$ cat src/rtl/demultiplexer_stream4_if.sv
// Handshake bundle for the 1-to-4 stream demultiplexer: one producer channel
// in, four registered consumer channels out.
`timescale 1ns/1ps
interface demultiplexer_stream4_if #(
    parameter int WIDTH = 32
);
    logic [WIDTH-1:0] in_data;
    logic [1:0]       in_sel;
    logic             in_valid;
    logic             in_ready;

    logic [WIDTH-1:0] out0_data;
    logic [WIDTH-1:0] out1_data;
    logic [WIDTH-1:0] out2_data;
    logic [WIDTH-1:0] out3_data;
    logic             out0_valid;
    logic             out1_valid;
    logic             out2_valid;
    logic             out3_valid;
    logic             out0_ready;
    logic             out1_ready;
    logic             out2_ready;
    logic             out3_ready;

    modport slave (
        input  in_data, in_sel, in_valid,
        output in_ready,
        output out0_data, out1_data, out2_data, out3_data,
        output out0_valid, out1_valid, out2_valid, out3_valid,
        input  out0_ready, out1_ready, out2_ready, out3_ready
    );

    modport master (
        output in_data, in_sel, in_valid,
        input  in_ready,
        input  out0_data, out1_data, out2_data, out3_data,
        input  out0_valid, out1_valid, out2_valid, out3_valid,
        output out0_ready, out1_ready, out2_ready, out3_ready
    );
endinterface

$ cat src/rtl/demultiplexer_stream4.sv
// 1-to-4 valid/ready stream demultiplexer with one-entry holding register per
// output channel and a per-channel wrapping transfer counter.
`timescale 1ns/1ps
module demultiplexer_stream4 #(
    parameter int WIDTH = 32,
    parameter int CNT_W = 16
) (
    input  logic                   clk,
    input  logic                   rst_n,
    demultiplexer_stream4_if.slave bus,
    input  logic                   cnt_clr,
    output logic [4*CNT_W-1:0]     cnt
);
    logic [WIDTH-1:0] r_data [4];
    logic [CNT_W-1:0] r_cnt  [4];
    logic [3:0]       r_valid;
    logic [3:0]       w_out_ready;
    logic [3:0]       w_load;
    logic             w_accept;

    assign w_out_ready = {bus.out3_ready, bus.out2_ready, bus.out1_ready, bus.out0_ready};

    // Ready looks only at the addressed channel's state, never at in_valid.
    assign bus.in_ready = rst_n && (!r_valid[bus.in_sel] || w_out_ready[bus.in_sel]);
    assign w_accept     = bus.in_valid && bus.in_ready;

    always_comb begin
        w_load              = '0;
        w_load[bus.in_sel]  = w_accept;
    end

    always_ff @(posedge clk or negedge rst_n) begin
        if (!rst_n) begin
            r_valid <= '0;
            for (int unsigned k = 0; k < 4; k++) begin
                r_data[k] <= '0;
                r_cnt[k]  <= '0;
            end
        end else begin
            for (int unsigned k = 0; k < 4; k++) begin
                // A load wins over a drain so a channel can refill every cycle.
                if (w_load[k]) begin
                    r_data[k]  <= bus.in_data;
                    r_valid[k] <= 1'b1;
                end else if (w_out_ready[k]) begin
                    r_valid[k] <= 1'b0;
                end

                if (cnt_clr) begin
                    r_cnt[k] <= w_load[k] ? CNT_W'(1) : '0;
                end else if (w_load[k]) begin
                    r_cnt[k] <= r_cnt[k] + CNT_W'(1);
                end
            end
        end
    end

    assign bus.out0_data  = r_data[0];
    assign bus.out1_data  = r_data[1];
    assign bus.out2_data  = r_data[2];
    assign bus.out3_data  = r_data[3];
    assign bus.out0_valid = r_valid[0];
    assign bus.out1_valid = r_valid[1];
    assign bus.out2_valid = r_valid[2];
    assign bus.out3_valid = r_valid[3];

    always_comb begin
        cnt = '0;
        for (int unsigned k = 0; k < 4; k++) begin
            cnt[k*CNT_W +: CNT_W] = r_cnt[k];
        end
    end
endmodule

$ cat src/flat_wrapper.sv
// flat-port wrapper written by rule: the top's interface ports become plain ports
module demultiplexer_stream4_flat 
#(
    parameter int WIDTH = 32,
    parameter int CNT_W = 16
)
  (clk, rst_n, cnt_clr, cnt, bus_in_data, bus_in_sel, bus_in_valid, bus_in_ready, bus_out0_data, bus_out1_data, bus_out2_data, bus_out3_data, bus_out0_valid, bus_out1_valid, bus_out2_valid, bus_out3_valid, bus_out0_ready, bus_out1_ready, bus_out2_ready, bus_out3_ready);
  demultiplexer_stream4_if #(.WIDTH(WIDTH)) bus_i ();
  input  logic clk;
  input  logic rst_n;
  input  logic cnt_clr;
  output logic [4*CNT_W-1:0] cnt;
  input wire logic [$bits(bus_i.in_data)-1:0] bus_in_data;
  input wire logic [$bits(bus_i.in_sel)-1:0] bus_in_sel;
  input wire logic [$bits(bus_i.in_valid)-1:0] bus_in_valid;
  output wire logic [$bits(bus_i.in_ready)-1:0] bus_in_ready;
  output wire logic [$bits(bus_i.out0_data)-1:0] bus_out0_data;
  output wire logic [$bits(bus_i.out1_data)-1:0] bus_out1_data;
  output wire logic [$bits(bus_i.out2_data)-1:0] bus_out2_data;
  output wire logic [$bits(bus_i.out3_data)-1:0] bus_out3_data;
  output wire logic [$bits(bus_i.out0_valid)-1:0] bus_out0_valid;
  output wire logic [$bits(bus_i.out1_valid)-1:0] bus_out1_valid;
  output wire logic [$bits(bus_i.out2_valid)-1:0] bus_out2_valid;
  output wire logic [$bits(bus_i.out3_valid)-1:0] bus_out3_valid;
  input wire logic [$bits(bus_i.out0_ready)-1:0] bus_out0_ready;
  input wire logic [$bits(bus_i.out1_ready)-1:0] bus_out1_ready;
  input wire logic [$bits(bus_i.out2_ready)-1:0] bus_out2_ready;
  input wire logic [$bits(bus_i.out3_ready)-1:0] bus_out3_ready;
  assign bus_i.in_data = bus_in_data;
  assign bus_i.in_sel = bus_in_sel;
  assign bus_i.in_valid = bus_in_valid;
  assign bus_in_ready = bus_i.in_ready;
  assign bus_out0_data = bus_i.out0_data;
  assign bus_out1_data = bus_i.out1_data;
  assign bus_out2_data = bus_i.out2_data;
  assign bus_out3_data = bus_i.out3_data;
  assign bus_out0_valid = bus_i.out0_valid;
  assign bus_out1_valid = bus_i.out1_valid;
  assign bus_out2_valid = bus_i.out2_valid;
  assign bus_out3_valid = bus_i.out3_valid;
  assign bus_i.out0_ready = bus_out0_ready;
  assign bus_i.out1_ready = bus_out1_ready;
  assign bus_i.out2_ready = bus_out2_ready;
  assign bus_i.out3_ready = bus_out3_ready;
  demultiplexer_stream4 #(.WIDTH(WIDTH), .CNT_W(CNT_W)) u_core (.clk(clk), .rst_n(rst_n), .bus(bus_i), .cnt_clr(cnt_clr), .cnt(cnt));
endmodule
$ cat config.mk
export PLATFORM = sky130hd
export DESIGN_NAME = demultiplexer_stream4_flat
export DESIGN_NICKNAME = d
export VERILOG_FILES = /design/src/rtl/demultiplexer_stream4_if.sv /design/src/rtl/demultiplexer_stream4.sv /design/src/flat_wrapper.sv
export SDC_FILE = /design/constraint.sdc
export NUM_CORES = 1
export LEC_CHECK = 0
export BUFFER_PORTS_ARGS = -buffer_cell sky130_fd_sc_hd__buf_2
export CORE_AREA = 2 2 141 157
export CTS_CLUSTER_SIZE = 20
export DETAILED_ROUTE_END_ITERATION = 6
export DIE_AREA = 0 0 143 159
export PLACE_DENSITY = 0.66
export SETUP_SLACK_MARGIN = 0.15
export SYNTH_ARGS = -nofsm -noshare
export SYNTH_HDL_FRONTEND = slang
export SYNTH_SLANG_ARGS = --single-unit
$ cat constraint.sdc
create_clock -name clk -period 1.7 [get_ports clk]
set_input_delay 0.17 -clock clk [delete_from_list [all_inputs] [get_ports clk]]
set_output_delay 0.17 -clock clk [all_outputs]
set_load 0.01 [all_outputs]
**Yosys cells after proc, flatten, opt, wreduce, memory -nomap -nowiden**

Cells that the tools add are included.

- Input bits: 42
- Word-level logic and storage cells: 58
- Register bits after elaboration: 196
- Output and inout bits: 197

- Muxes and demuxes: 26
- Bitwise gates (word level): 1
- $lt $le $gt $ge: 2
- Reduce and logical (&&, ||, !) cells: 13
- Add/sub/neg operators: 4

Operators with widths:

| cell | number |
|---|---|
| 2-to-1 mux 16 bit | 8 |
| adder 16 x 1 -> 16 bit (second input constant) | 4 |
| nonzero test 2 bit | 8 |
| 2-to-1 mux 1 bit | 15 |
| bitwise AND 4 bit | 1 |
| binary-select mux 1 bit (select 2 bit) | 2 |
| logical AND 1 bit | 3 |
| < comparator 2 x 3 -> 1 bit (second input constant) | 1 |
| demux 1 bit (select 2 bit) | 1 |
| greater-or-equal comparator 2 x 1 -> 1 bit (second input constant) | 1 |
| logical NOT 1 bit | 1 |
| logical OR 1 bit | 1 |

**Logic depth before layout (Yosys ltp)**

Gate-level depths: netlist of run 1.

- Depth after elaboration: 9
- Gate-level depth with buffers: 7
- Depth with buffers taken out: 5

**Least setup slack after synthesis of run 1**

Ideal clock, no wire load.

- Path kind: reg-to-reg
- Start: reg u_core.r_valid[3]
- End: reg u_core.r_cnt (netlist bit u_core.cnt[63])
- Cell stages (with the launch flop): 7
- Path slack: -0.242 ns
- Path buffers: 2
- Data arrival time: 1.864 ns
- Setup time: 0.078 ns
- Clock period less this slack: 1.942 ns
- Data required time: 1.622 ns
- Cells stage by stage: dfrtp_1 > nor2b_1 > clkbuf_1 > or4_1 > buf_2 > or4_1 > a21oi_1

- Cells in the longest elaborated chain, start to end: 8

Ends and longest elaborated chain:

| element | line | text |
|---|---|---|
| start, declared | demultiplexer_stream4.sv:16 | `logic [3:0] r_valid;` |
| start signal, assigned | demultiplexer_stream4.sv:34 | `r_valid <= '0;` |
| start signal, assigned by index | demultiplexer_stream4.sv:44 | `r_valid[k] <= 1'b1;` |
| start signal, assigned by index | demultiplexer_stream4.sv:46 | `r_valid[k] <= 1'b0;` |
| binary-select mux 1 bit (select 2 bit) | demultiplexer_stream4.sv:24 | `assign bus.in_ready = rst_n && (!r_valid[bus.in_sel] \|\| w_out_ready[bus.in_sel]);` |
| 2-to-1 mux 1 bit (implied by the code) | demultiplexer_stream4.sv:24 |  |
| logical NOT 1 bit | demultiplexer_stream4.sv:24 |  |
| logical OR 1 bit | demultiplexer_stream4.sv:24 |  |
| logical AND 1 bit | demultiplexer_stream4.sv:24 |  |
| logical AND 1 bit | demultiplexer_stream4.sv:25 | `assign w_accept = bus.in_valid && bus.in_ready;` |
| bitwise AND 4 bit (no line) | -- |  |
| nonzero test 2 bit (no line) | -- |  |
| end signal, assigned by index | demultiplexer_stream4.sv:50 | `r_cnt[k] <= w_load[k] ? CNT_W'(1) : '0;` |
| end signal, assigned by index | demultiplexer_stream4.sv:52 | `r_cnt[k] <= r_cnt[k] + CNT_W'(1);` |
| end, declared | demultiplexer_stream4.sv:15 | `logic [CNT_W-1:0] r_cnt [4];` |

Every way passes these cells. The select of a mux whose other input is x is not followed.
A chain may end at the register's enable or synchronous reset.

**Worst setup path in the final report of run 1**

- Start: reg u_core.r_valid[0]
- End: out bus_in_ready

- Cells in the longest elaborated chain, start to end: 5

Ends and longest elaborated chain:

| element | line | text |
|---|---|---|
| binary-select mux 1 bit (select 2 bit) | demultiplexer_stream4.sv:24 |  |
| 2-to-1 mux 1 bit (implied by the code) | demultiplexer_stream4.sv:24 |  |
| logical NOT 1 bit | demultiplexer_stream4.sv:24 |  |
| logical OR 1 bit | demultiplexer_stream4.sv:24 |  |
| logical AND 1 bit | demultiplexer_stream4.sv:24 |  |
| end, declared | flat_wrapper.sv:16 | `output wire logic [$bits(bus_i.in_ready)-1:0] bus_in_ready;` |

Every way passes these cells. The select of a mux whose other input is x is not followed.

==> results.md, run 1 <==
* Clk_skew at 0.0161 ns
* DR iter-0 viols at between 200 and 300
* Post-detail-place hpwl at roughly 15000 um
* F_max at slightly above 500 MHz
* Most used standard cell by instance count after synthesis: dfrtp_1
* Final core utilization at 60.8%
* Reg clk slew, reported paths at 0.08 ns
* Post-Place Cells at 1281
* Setup TNS at -1.40 ns
* TritonCTS buffer count at 17
* # port buffers at 238
* Design Area, Final at 12800 um2
* Post-Syn Area at 8310 um2
* Final hold violations at 0
* Switch share at 30.0%
* Critical Path Sink Type: output pin
* Area contributors post-synth: dfrtp_1 (59%), mux2_2 (14%), nand2_1 (5.6%), or4_1 (2.7%), a21oi_1 (2.5%)
* Sequential power share at a little under half
* Post-synth EDFFs at 0
* First-pass GRT wire length at roughly 40000 um
* CTS root buf: clkbuf_16
* Clock group share of total power at around 33%
* Core Rows at 56
* # clock sinks at between 150 and 200
* Worst min path class: in2reg
* Final period utilization at 113%
* Initial antenna violation count at 0
* Final WS setup at -0.225 ns
* Total gr overflow at 0
* CP cell instances: nor2b_4 -> mux4_2 -> buf_6 -> nor2_1 -> buf_2
* Synth unique cells at 35
* Post-synth top area share at 59.0%
* Critical Path Stages at 5
* Pleak at 6.21 nW
* Drt wl/cell at 18.6 um
* Vias at 7228
* CP required at 1.53 ns
* Crit-path slowest cell: mux4_2
* Top Family by Delay on Critical Path: multiplexers
* Reg2Reg Setup Slack at -0.17 ns
* Max transition margin at 48.6%
* CP endpoint: bus_in_ready
* Die Y-Extent at 159 um
* H-Tree Level Count at 4
* Top cells by instance count after synthesis: dfrtp_1 (196), nand2_1 (123), mux2_2 (103)
* I/O Pins at 239
* First-pass detailed-route iteration total at 4
* Synth area leader: dfrtp_1
* # setup viols final at 33
* Total wire length at 26100 um
* Worst setup path start: u_core.r_valid[0]
* N_diodes at 0
* Core area at 21100 um2
* Status: finished, violations left
* Vias per cell at 5.15
* Largest net degree at the start of global routing at 130
* Share of layout cells above drive strength 1 at between 50 and 60%
* Net Count, Synth at about 760
* Pwr dens at 968 nW/um2
* Crit-path max FO at 2
* Reg2reg end: u_core.cnt[63]
* Final GP Congestion at 0.787
* Slowest stage delay, CP at between 0.4 and 0.5 ns
* Die X-Extent at 143 um
* Synth warn at 0
* Post-synth top flop: dfrtp_1
* Area grow syn2layout at 54.2%
* RSZ-0062 raised after global routing: yes
* Worst endpoint data arrival time at between 1.5 and 2 ns
* Clk buf depth at 2
* Sw power at around 3.7 mW
* WS Path Type: reg2out
* CP Buf/Inv Count at 2
* Reg-to-Reg Start: u_core.r_valid[3]
* Violated checks: negative setup slack
* Initial Util at 39.4%
* Worst reg2reg path depth at 6
* Post-Syn Instances at between 700 and 800
* Gr usage total at 22.1%
* Max Transition Viols Final at 0
* Final-stage net count at 1146
* Cell Area, Placed at 10400 um2
* Pwr Total at 12.4 mW
* Max-Cap Viols at 0
* Hold path cells at 3
* Asr flop ratio synth at between 90% and 100%
* Comb power frac at 20.6%
* Sequential area share after synthesis at 59.0%
* Routed Antenna Nets at 0
* Internal power at 8.69 mW
* Post-Layout Cell Count at 1403
* Fin crit period at between 1.5 and 2 ns
* Syn_area_per_cell at 11.6 um2
* Tightest Pin Transition at roughly 0.77 ns
* # DRC at 0
* CTS tree: built
* Startpoint Class: flip-flop
* Peak supply drop at about 660 uV
* Clk_lat worst skew at 0.43 ns
* FF+latch count, synth at 196
* Vias in the first global route at 7474
* Die Area at 22700 um2
## power groups by stage
stage               Combinational, mW  Sequential (mW)  Clock, mW
CTS                              2.42             5.68       4.26
floorplan                       0.677             6.08          0
finish                           2.56             5.70       4.15
detailed placement               2.17             5.75          0
global placement                 2.13             5.72          0
global route                     2.76             5.78       4.44
## what timing repair did
item                       4_1_cts  5_1_grt
gates cloned                     7        6
setup buffers                   31       13
gates resized for setup         91      116
setup endpoints to repair      137      267
hold buffers                    33        0
pin swaps                       22       32
hold endpoints to repair       120        0
## through the flow
step	worst slack, ns	hold WS (ns)
6_report	-0.225	0.0301
5_1_grt	-0.308	0.0295
4_1_cts	-0.244	0.00334
3_5_place_dp	-0.0371	0.314
3_3_place_gp	-0.0449	0.311
2_1_floorplan	-0.137	-0.126
## worst min path at each step
stage / start / end / slack [ns]
final: bus_in_data[1] / u_core.bus.out2_data[1] / 0.03
after CTS: bus_in_data[1] / u_core.bus.out2_data[1] / 0.003
after detailed placement: rst_n / u_core.r_valid[2] / 0.31
after global placement: rst_n / u_core.r_valid[2] / 0.31
after global routing: bus_in_data[1] / u_core.bus.out2_data[1] / 0.03
after floorplan: rst_n / u_core.bus.out0_data[0] / -0.13
## final cells by class
class / instances / area [um2]
fillers: 1692 / 8280
flip-flops and latches: 196 / 4920
multi-input cells: 474 / 3990
repair buffers: 401 / 2890
clock buffers: 17 / 425
well taps: 290 / 363
clock inverters: 15 / 193
inverters: 10 / 37.5
## worst min-delay path, delay by kind of cell
family | cells | cell delay [ns]
buffers and inverters | 1 | 0.13
AND/OR/NAND/NOR | 2 | 0.11
## metal layers
layer  GRT usage, %  vias up  part of all wire (%)
li1               -     3315                     -
met1           27.9     3654                    41
met2           37.5      223                    49
met3           6.26       36                   6.5
met4           5.27        0                   2.6
met5              0        -                     0
## cells in the final DEF, fill, tap and decap left out, drive strengths merged
cell type	n
buf	363
dfrtp	196
nand2	123
mux2	103
a21oi	42
dlygate4sd3	33
or4	30
o31ai	28
nor2	24
clkbuf	22
nand4	19
nand3	19
inv	18
nor2b	13
o21ai	12
or3	12
xnor2	7
clkinv	7
nand2b	7
xor2	6
and4	6
ha	4
nor4	3
mux2i	2
nor4b	2
or2	2
and3	2
nor3	2
mux4	1
and3b	1
and2	1
or3b	1
a31o	1
and4bb	1
## logic make-up (layout without fill, tap and decap cells)
kind of cell    Yosys count  after routing  synth area share (%)
simple gates            268            268                  16.4
fa+ha+maj                 4              4                 0.602
compound gates           83             83                  5.89
mux                     106            106                  14.5
xor+xnor                 13             13                  1.37
flops                   196            196                  59.0
buf+inv                  45            443                  2.24
## flip-flops by register name (all words and copies together), names as in the netlist
register              flops
u_core.cnt               64
u_core.r_valid            4
u_core.bus.out3_data     32
u_core.bus.out1_data     32
u_core.bus.out0_data     32
u_core.bus.out2_data     32
No activity file was read; power rests on OpenSTA's default activity.
==> inputs of run 2 (changes only) <==
--- a/config.mk
+++ b/config.mk
@@ -10,8 +10,9 @@
 export CTS_CLUSTER_SIZE = 20
 export DETAILED_ROUTE_END_ITERATION = 6
 export DIE_AREA = 0 0 143 159
-export PLACE_DENSITY = 0.66
+export PLACE_DENSITY = 0.74
 export SETUP_SLACK_MARGIN = 0.15
+export SLEW_MARGIN = 25
 export SYNTH_ARGS = -nofsm -noshare
 export SYNTH_HDL_FRONTEND = slang
 export SYNTH_SLANG_ARGS = --single-unit
==> results.md, run 2 (synthesis gave the netlist of run 1 again) <==
* Status: finished, violations left (unchanged)
* Violated checks: negative setup slack (unchanged)
* N_diodes at 0 (unchanged)
* Worst endpoint data arrival time at 1.77 ns (was 1.76 ns)
* First-pass detailed-route iteration total at 4 (unchanged)
* Final GP Congestion at 0.803 (was 0.787)
* Clk buf depth at 2 (unchanged)
* Vias in the first global route at 7382 (was 7474)
* Final period utilization at 114% (was 113%)
* Max transition margin at 37.9% (was 48.6%)
* CP cell instances: nor2b_4 -> mux4_2 -> buf_6 -> nor2_4 -> buf_6 (was nor2b_4 -> mux4_2 -> buf_6 -> nor2_1 -> buf_2)
* Design Area, Final at 13100 um2 (was 12800 um2)
* F_max at 515 MHz (was 519 MHz)
* Max reg flops at 64 (unchanged)
* Initial antenna violation count at 0 (unchanged)
* Crit-path max FO at 2 (unchanged)
* H-Tree Level Count at 4 (unchanged)
* Max Transition Viols Final at 0 (unchanged)
* Final-stage net count at 1161 (was 1146)
* Max-Cap Viols at 0 (unchanged)
* I/O Pins at 239 (unchanged)
* Leading cell types in the layout, fill and taps excluded: buf_2 (236), dfrtp_1 (187), buf_4 (95) (was buf_2 (237), dfrtp_1 (187), nand2_1 (118))
* # clock sinks at 196 (unchanged)
* Peak supply drop at 692 uV (was 661 uV)
* Clk_lat worst skew at 0.44 ns (was 0.43 ns)
* RSZ-0062 raised after global routing: yes (unchanged)
* TritonCTS buffer count at 17 (unchanged)
* Drt wl/cell at 19.7 um (was 18.6 um)
* Die Y-Extent at 159 um (unchanged)
* Share of layout cells above drive strength 1 at 58.1% (was 54.9%)
* Cell Area, Placed at 10500 um2 (was 10400 um2)
* Initial Util at 39.4% (unchanged)
* Pleak at 6.34 nW (was 6.21 nW)
* DR iter-0 viols at 412 (was 266)
* Crit-path slowest cell: mux4_2 (unchanged)
* # setup viols final at 47 (was 33)
* CP required at 1.53 ns (about the same)
* Post-detail-place hpwl at 15600 um (was 15400 um)
* # port buffers at 238 (unchanged)
* Tightest Pin Transition at 0.928 ns (was 0.771 ns)
* Final WS setup at -0.240 ns (was -0.225 ns)
* CP Buf/Inv Count at 2 (unchanged)
* Core Rows at 56 (unchanged)
* Routed Antenna Nets at 0 (unchanged)
* Largest net degree at the start of global routing at 116 (was 130)
* Die X-Extent at 143 um (unchanged)
* Vias per cell at 5.26 (was 5.15)
* Startpoint Class: flip-flop (unchanged)
* Pwr dens at 968 nW/um2 (about the same)
* Setup TNS at -4.07 ns (was -1.40 ns)
* Most Frequent Cell on Critical Path: buf_6
* Area grow syn2layout at 57.9% (was 54.2%)
* First-pass GRT wire length at 39900 um (about the same)
* Fin crit period at 1.94 ns (was 1.93 ns)
* Total wire length at 27900 um (was 26100 um)
* Gr usage total at 22.1% (about the same)
* Reg clk slew, reported paths at 0.08 ns (about the same)
* Most common cell after layout, fill and taps aside: buf_2 (unchanged)
* Worst min path class: in2async (was in2reg)
* # DRC at 0 (unchanged)
* Total gr overflow at 0 (unchanged)
* Top Family by Delay on Critical Path: multiplexers (unchanged)
* CTS tree: built (unchanged)
* Die Area at 22700 um2 (unchanged)
* Slowest stage delay, CP at 0.50 ns (was 0.47 ns)
* Final hold violations at 0 (unchanged)
* CTS root buf: clkbuf_16 (unchanged)
* Core area at 21100 um2 (unchanged)
* WS Path Type: reg2out (unchanged)
* Vias at 7452 (was 7228)
* Clk_skew at 0.0168 ns (was 0.0161 ns)
* Critical Path Sink Type: output pin (unchanged)
run 2: cell types whose count changed in the layout (fill, tap and decap cells not counted), moves of 3 or more:
cell / change
buf_12: +10
inv_8: +3
buf_8: -4
nand2_2: +26
buf_4: +8
nand2_1: -28
o21ai_2: +3
o31ai_2: -3
o31ai_1: +3
a21oi_1: -3
a21oi_2: +3
run 2: final cells by class:
class | instances | area (um2)
Clock inverter | 15 | 218
Sequential cell | 196 | 4920
Timing Repair Buffer | 416 | 3090
Tap cell | 290 | 363
Multi-Input combinational cell | 474 | 4080
Fill cell | 1543 | 7960
Inverter | 10 | 37.5
Clock buffer | 17 | 425
run 2: metal layers:
layer  vias up  share of wire [%]  global-route usage (%)
met5         -                  0                       0
met4         0                2.1                    6.12
met3        37                5.6                    5.50
met2       265                 52                    37.8
met1      3810                 41                    27.9
li1       3340                  -                       -
run 2: report_power, final:
group          leakage (nW)  internal [mW]  total (mW)  switching, mW
clock                 0.312           2.19        4.37           2.18
sequential             2.49           5.33        5.71          0.384
combinational          3.54           1.36        2.63           1.27
total                  6.34           8.88        12.7           3.83
run 2: stage by stage:
| stage | power, mW | hold slack (ns) | utilization (%) | setup WS (ns) | cells |
|---|---|---|---|---|---|
| 3_3_place_gp | 7.84 | 0.223 | 49.8 | 0.00923 | 1289 |
| 5_1_grt | 13.2 | 0.0254 | 62.2 | -0.294 | 1418 |
| 6_report | 12.7 | 0.0321 | 62.2 | -0.240 | 1418 |
| 2_1_floorplan | 6.75 | -0.126 | - | -0.137 | 715 |
| 3_5_place_dp | 7.92 | 0.225 | 49.8 | -0.0715 | 1289 |
| 4_1_cts | 12.5 | 0.000252 | 57.6 | -0.267 | 1387 |
run 2: path summary, 6_finish.rpt:
| kind | start | endpoint | slack (ns) | cells after the start |
|---|---|---|---|---|
| min in group clk | bus_in_data[31] | u_core.bus.out2_data[31] | 0.04 | 3 |
| worst max-delay path | u_core.r_valid[3] | bus_in_ready | -0.24 | 5 |
| worst max register to register | u_core.r_valid[3] | u_core.cnt[61] | -0.19 | 5 |
| worst min-delay path | rst_n | u_core.cnt[17] | 0.03 | 3 |
| worst min register to register | u_core.bus.out2_data[16] | u_core.bus.out2_data[16] | 0.47 | 2 |
| max in group asynchronous | rst_n | u_core.cnt[48] | 0.49 | 3 |
run 2: worst register-to-register path, delay by kind of cell (launching register included):
kind	cells	cell delay, ns
AO/OA/AOI/OAI	1	0.17
buffers and inverters	1	0.16
flip-flops	1	0.39
multiplexers	1	0.50
AND/OR/NAND/NOR	2	0.63
run 2: timing repair:
| action | CTS | global route |
|---|---|---|
| pin swaps | 28 | 71 |
| resized for setup | 73 | 176 |
| setup endpoints to repair | 89 | 116 |
| gates cloned | 8 | 6 |
| hold buffers | 34 | 1 |
| endpoints found under the hold margin | 134 | 1 |
| setup buffers | 24 | 24 |
==> inputs of run 3 (changes only) <==
==> constraint.sdc (replaced) <==
create_clock -name clk -period 1.6 [get_ports clk]
set_input_delay 0.16 -clock clk [delete_from_list [all_inputs] [get_ports clk]]
set_output_delay 0.16 -clock clk [all_outputs]
set_load 0.01 [all_outputs]
==> results.md, run 3 (synthesis gave the netlist of run 1 again) <==
* Status: finished, violations left (unchanged)
* Violated checks: negative setup slack (unchanged)
* GR Util met2 at 40.8% (was 37.8%)
* Pwr dens at 987 nW/um2 (was 968 nW/um2)
* Core Rows at 56 (unchanged)
* Final WS setup at -0.317 ns (was -0.240 ns)
* CP required at 1.44 ns (was 1.53 ns)
* Design Area, Final at 13500 um2 (was 13100 um2)
* Vias per cell at 5.25 (was 5.26)
* Slowest stage delay, CP at 0.47 ns (was 0.50 ns)
* Reg clk slew, reported paths at 0.07 ns (was 0.08 ns)
* Storage element area at 4920 um2 (unchanged)
* Vias at 7610 (was 7452)
* Most common cell after layout, fill and taps aside: buf_2 (unchanged)
* Total gr overflow at 0 (unchanged)
* Reg-to-Reg Start: u_core.r_valid[3] (unchanged)
* GR Util met3 at 5.53% (was 5.50%)
* First-pass detailed-route iteration total at 4 (unchanged)
* I/O Pins at 239 (unchanged)
* Gr usage total at 23.4% (was 22.1%)
* Worst endpoint data arrival time at 1.76 ns (was 1.77 ns)
* Final-stage net count at 1192 (was 1161)
* Area grow syn2layout at 61.9% (was 57.9%)
* Vias in the first global route at 7700 (was 7382)
* Worst setup path start: u_core.r_valid[0] (was u_core.r_valid[3])
* CP cell instances: nor2b_4 -> mux4_2 -> buf_6 -> nor2_4 -> buf_6 (unchanged)
* Crit-path max FO at 2 (unchanged)
* Die Area at 22700 um2 (unchanged)
* Top Family by Delay on Critical Path: multiplexers (unchanged)
* RSZ-0062 raised after global routing: yes (unchanged)
* Final GP Congestion at 0.809 (was 0.803)
* Cell Area, Placed at 10700 um2 (was 10500 um2)
* Final period utilization at 120%
* Clk_lat worst skew at 0.43 ns (was 0.44 ns)
* Core area at 21100 um2 (unchanged)
* Drt wl/cell at 19.9 um (was 19.7 um)
* Area of the multi-input gates at 4150 um2 (was 4080 um2)
* Global route hottest layer: met2 (unchanged)
* Place WS at -0.132 ns (was -0.0715 ns)
* Worst reg2reg path depth at 7 (was 5)
* Initial Util at 39.4% (unchanged)
* Reg2reg end: u_core.cnt[57] (was u_core.cnt[61])
* H-Tree Level Count at 4 (unchanged)
* Clk buf depth at 2 (unchanged)
* Leading cell types in the layout, fill and taps excluded: buf_2 (236), dfrtp_1 (187), nand2_1 (118) (was buf_2 (236), dfrtp_1 (187), buf_4 (95))
* Clk_skew at 0.0190 ns (was 0.0168 ns)
* Max reg flops at 64 (unchanged)
* Critical Path Sink Type: output pin (unchanged)
* # clock sinks at 196 (unchanged)
* WHS at 0.0249 ns (was 0.0321 ns)
* Filler cells at 1520 (was 1543)
* Worst min path class: in2async (unchanged)
* CTS root buf: clkbuf_16 (unchanged)
* Largest net degree at the start of global routing at 117 (was 116)
* Post-Layout Cell Count at 1449 (was 1418)
* Initial antenna violation count at 0 (unchanged)
* CTS tree: built (unchanged)
* Share of layout cells above drive strength 1 at 58.1% (about the same)
* Final hold violations at 0 (unchanged)
* Max Transition Viols Final at 0 (unchanged)
* Die X-Extent at 143 um (unchanged)
* Most Frequent Cell on Critical Path: buf_6 (unchanged)
* Max-Cap Viols at 0 (unchanged)
* CP Buf/Inv Count at 2 (unchanged)
* Routed Antenna Nets at 0 (unchanged)
* Pwr Total at 13.3 mW (was 12.7 mW)
* N_diodes at 0 (unchanged)
* Crit-path slowest cell: mux4_2 (unchanged)
* # DRC at 0 (unchanged)
* Post-detail-place hpwl at 15800 um (was 15600 um)
* Total wire length at 28800 um (was 27900 um)
* Die Y-Extent at 159 um (unchanged)
* Startpoint Class: flip-flop (unchanged)
* Fin crit period at about 1.9 ns
* # setup viols final at 112 (was 47)
* Tightest Pin Transition at 0.673 ns (was 0.928 ns)
* Post-Place Cells at 1310 (was 1289)
* DR iter-0 viols at 412 (unchanged)
* Max transition margin at 55.1% (was 37.9%)
* Global-route track usage on met1 at 28.9% (was 27.9%)
* # port buffers at 238 (unchanged)
* Reg2Reg Setup Slack at -0.26 ns (was -0.19 ns)
* Pleak at 6.47 nW (was 6.34 nW)
* First-pass GRT wire length at 41900 um (was 39900 um)
* TritonCTS buffer count at 17 (unchanged)
* CP endpoint: bus_in_ready (unchanged)
* F_max at 522 MHz
* WS Path Type: reg2out (unchanged)
* Critical Path Stages at 5 (unchanged)
* Peak supply drop at 690 uV (was 692 uV)
run 3: area by class of cell:
| cell class | count | share of cell area (%) |
|---|---|---|
| clock inverters | 15 | 1.47 |
| repair buffers | 446 | 25.0 |
| clock buffers | 17 | 3.16 |
| multi-input cells | 475 | 30.8 |
| well taps | 290 | 2.70 |
| inverters | 10 | 0.279 |
| flip-flops and latches | 196 | 36.5 |
run 3: routing by layer:
layer	routed length, um	vias up
li1	-	3398
met1	11500	3867
met2	14900	281
met3	1570	64
met4	841	0
met5	0	-
run 3: power by group:
part | switching (mW) | leakage, nW | internal [mW]
logic | 1.34 | 3.69 | 1.46
registers | 0.397 | 2.49 | 5.66
clock network | 2.27 | 0.302 | 2.16
run 3: tightest hold or removal path, stage by stage:
cell and delay [ns]:
clkbuf_8 0.13, buf_4 0.12, buf_4 0.53
run 3: how the worst min path moves through the flow:
stage          slack [ns]                 endpoint
2_1_floorplan       -0.14  u_core.bus.out0_data[0]
3_3_place_gp         0.28            u_core.cnt[2]
3_5_place_dp         0.28           u_core.cnt[59]
4_1_cts             0.007        u_core.r_valid[3]
5_1_grt              0.04        u_core.r_valid[3]
6_report             0.02        u_core.r_valid[0]
run 3: timing repair:
| action | CTS | global route |
|---|---|---|
| gates cloned | 10 | 4 |
| hold buffers | 35 | 0 |
| buffers inserted | 32 | 26 |
| endpoints found under the setup margin | 126 | 186 |
| pin swaps | 36 | 33 |
| hold endpoints to repair | 113 | 0 |
| resized for setup | 128 | 137 |
run 3: metrics by stage:
step / TNS [ns] / utilization, %
after floorplan: -5.07 / -
after global placement: -3.23 / 50.5
after detailed placement: -4.86 / 50.5
after CTS: -3.32 / 59.9
after global routing: -16.85 / 63.8
final: -9.77 / 63.8
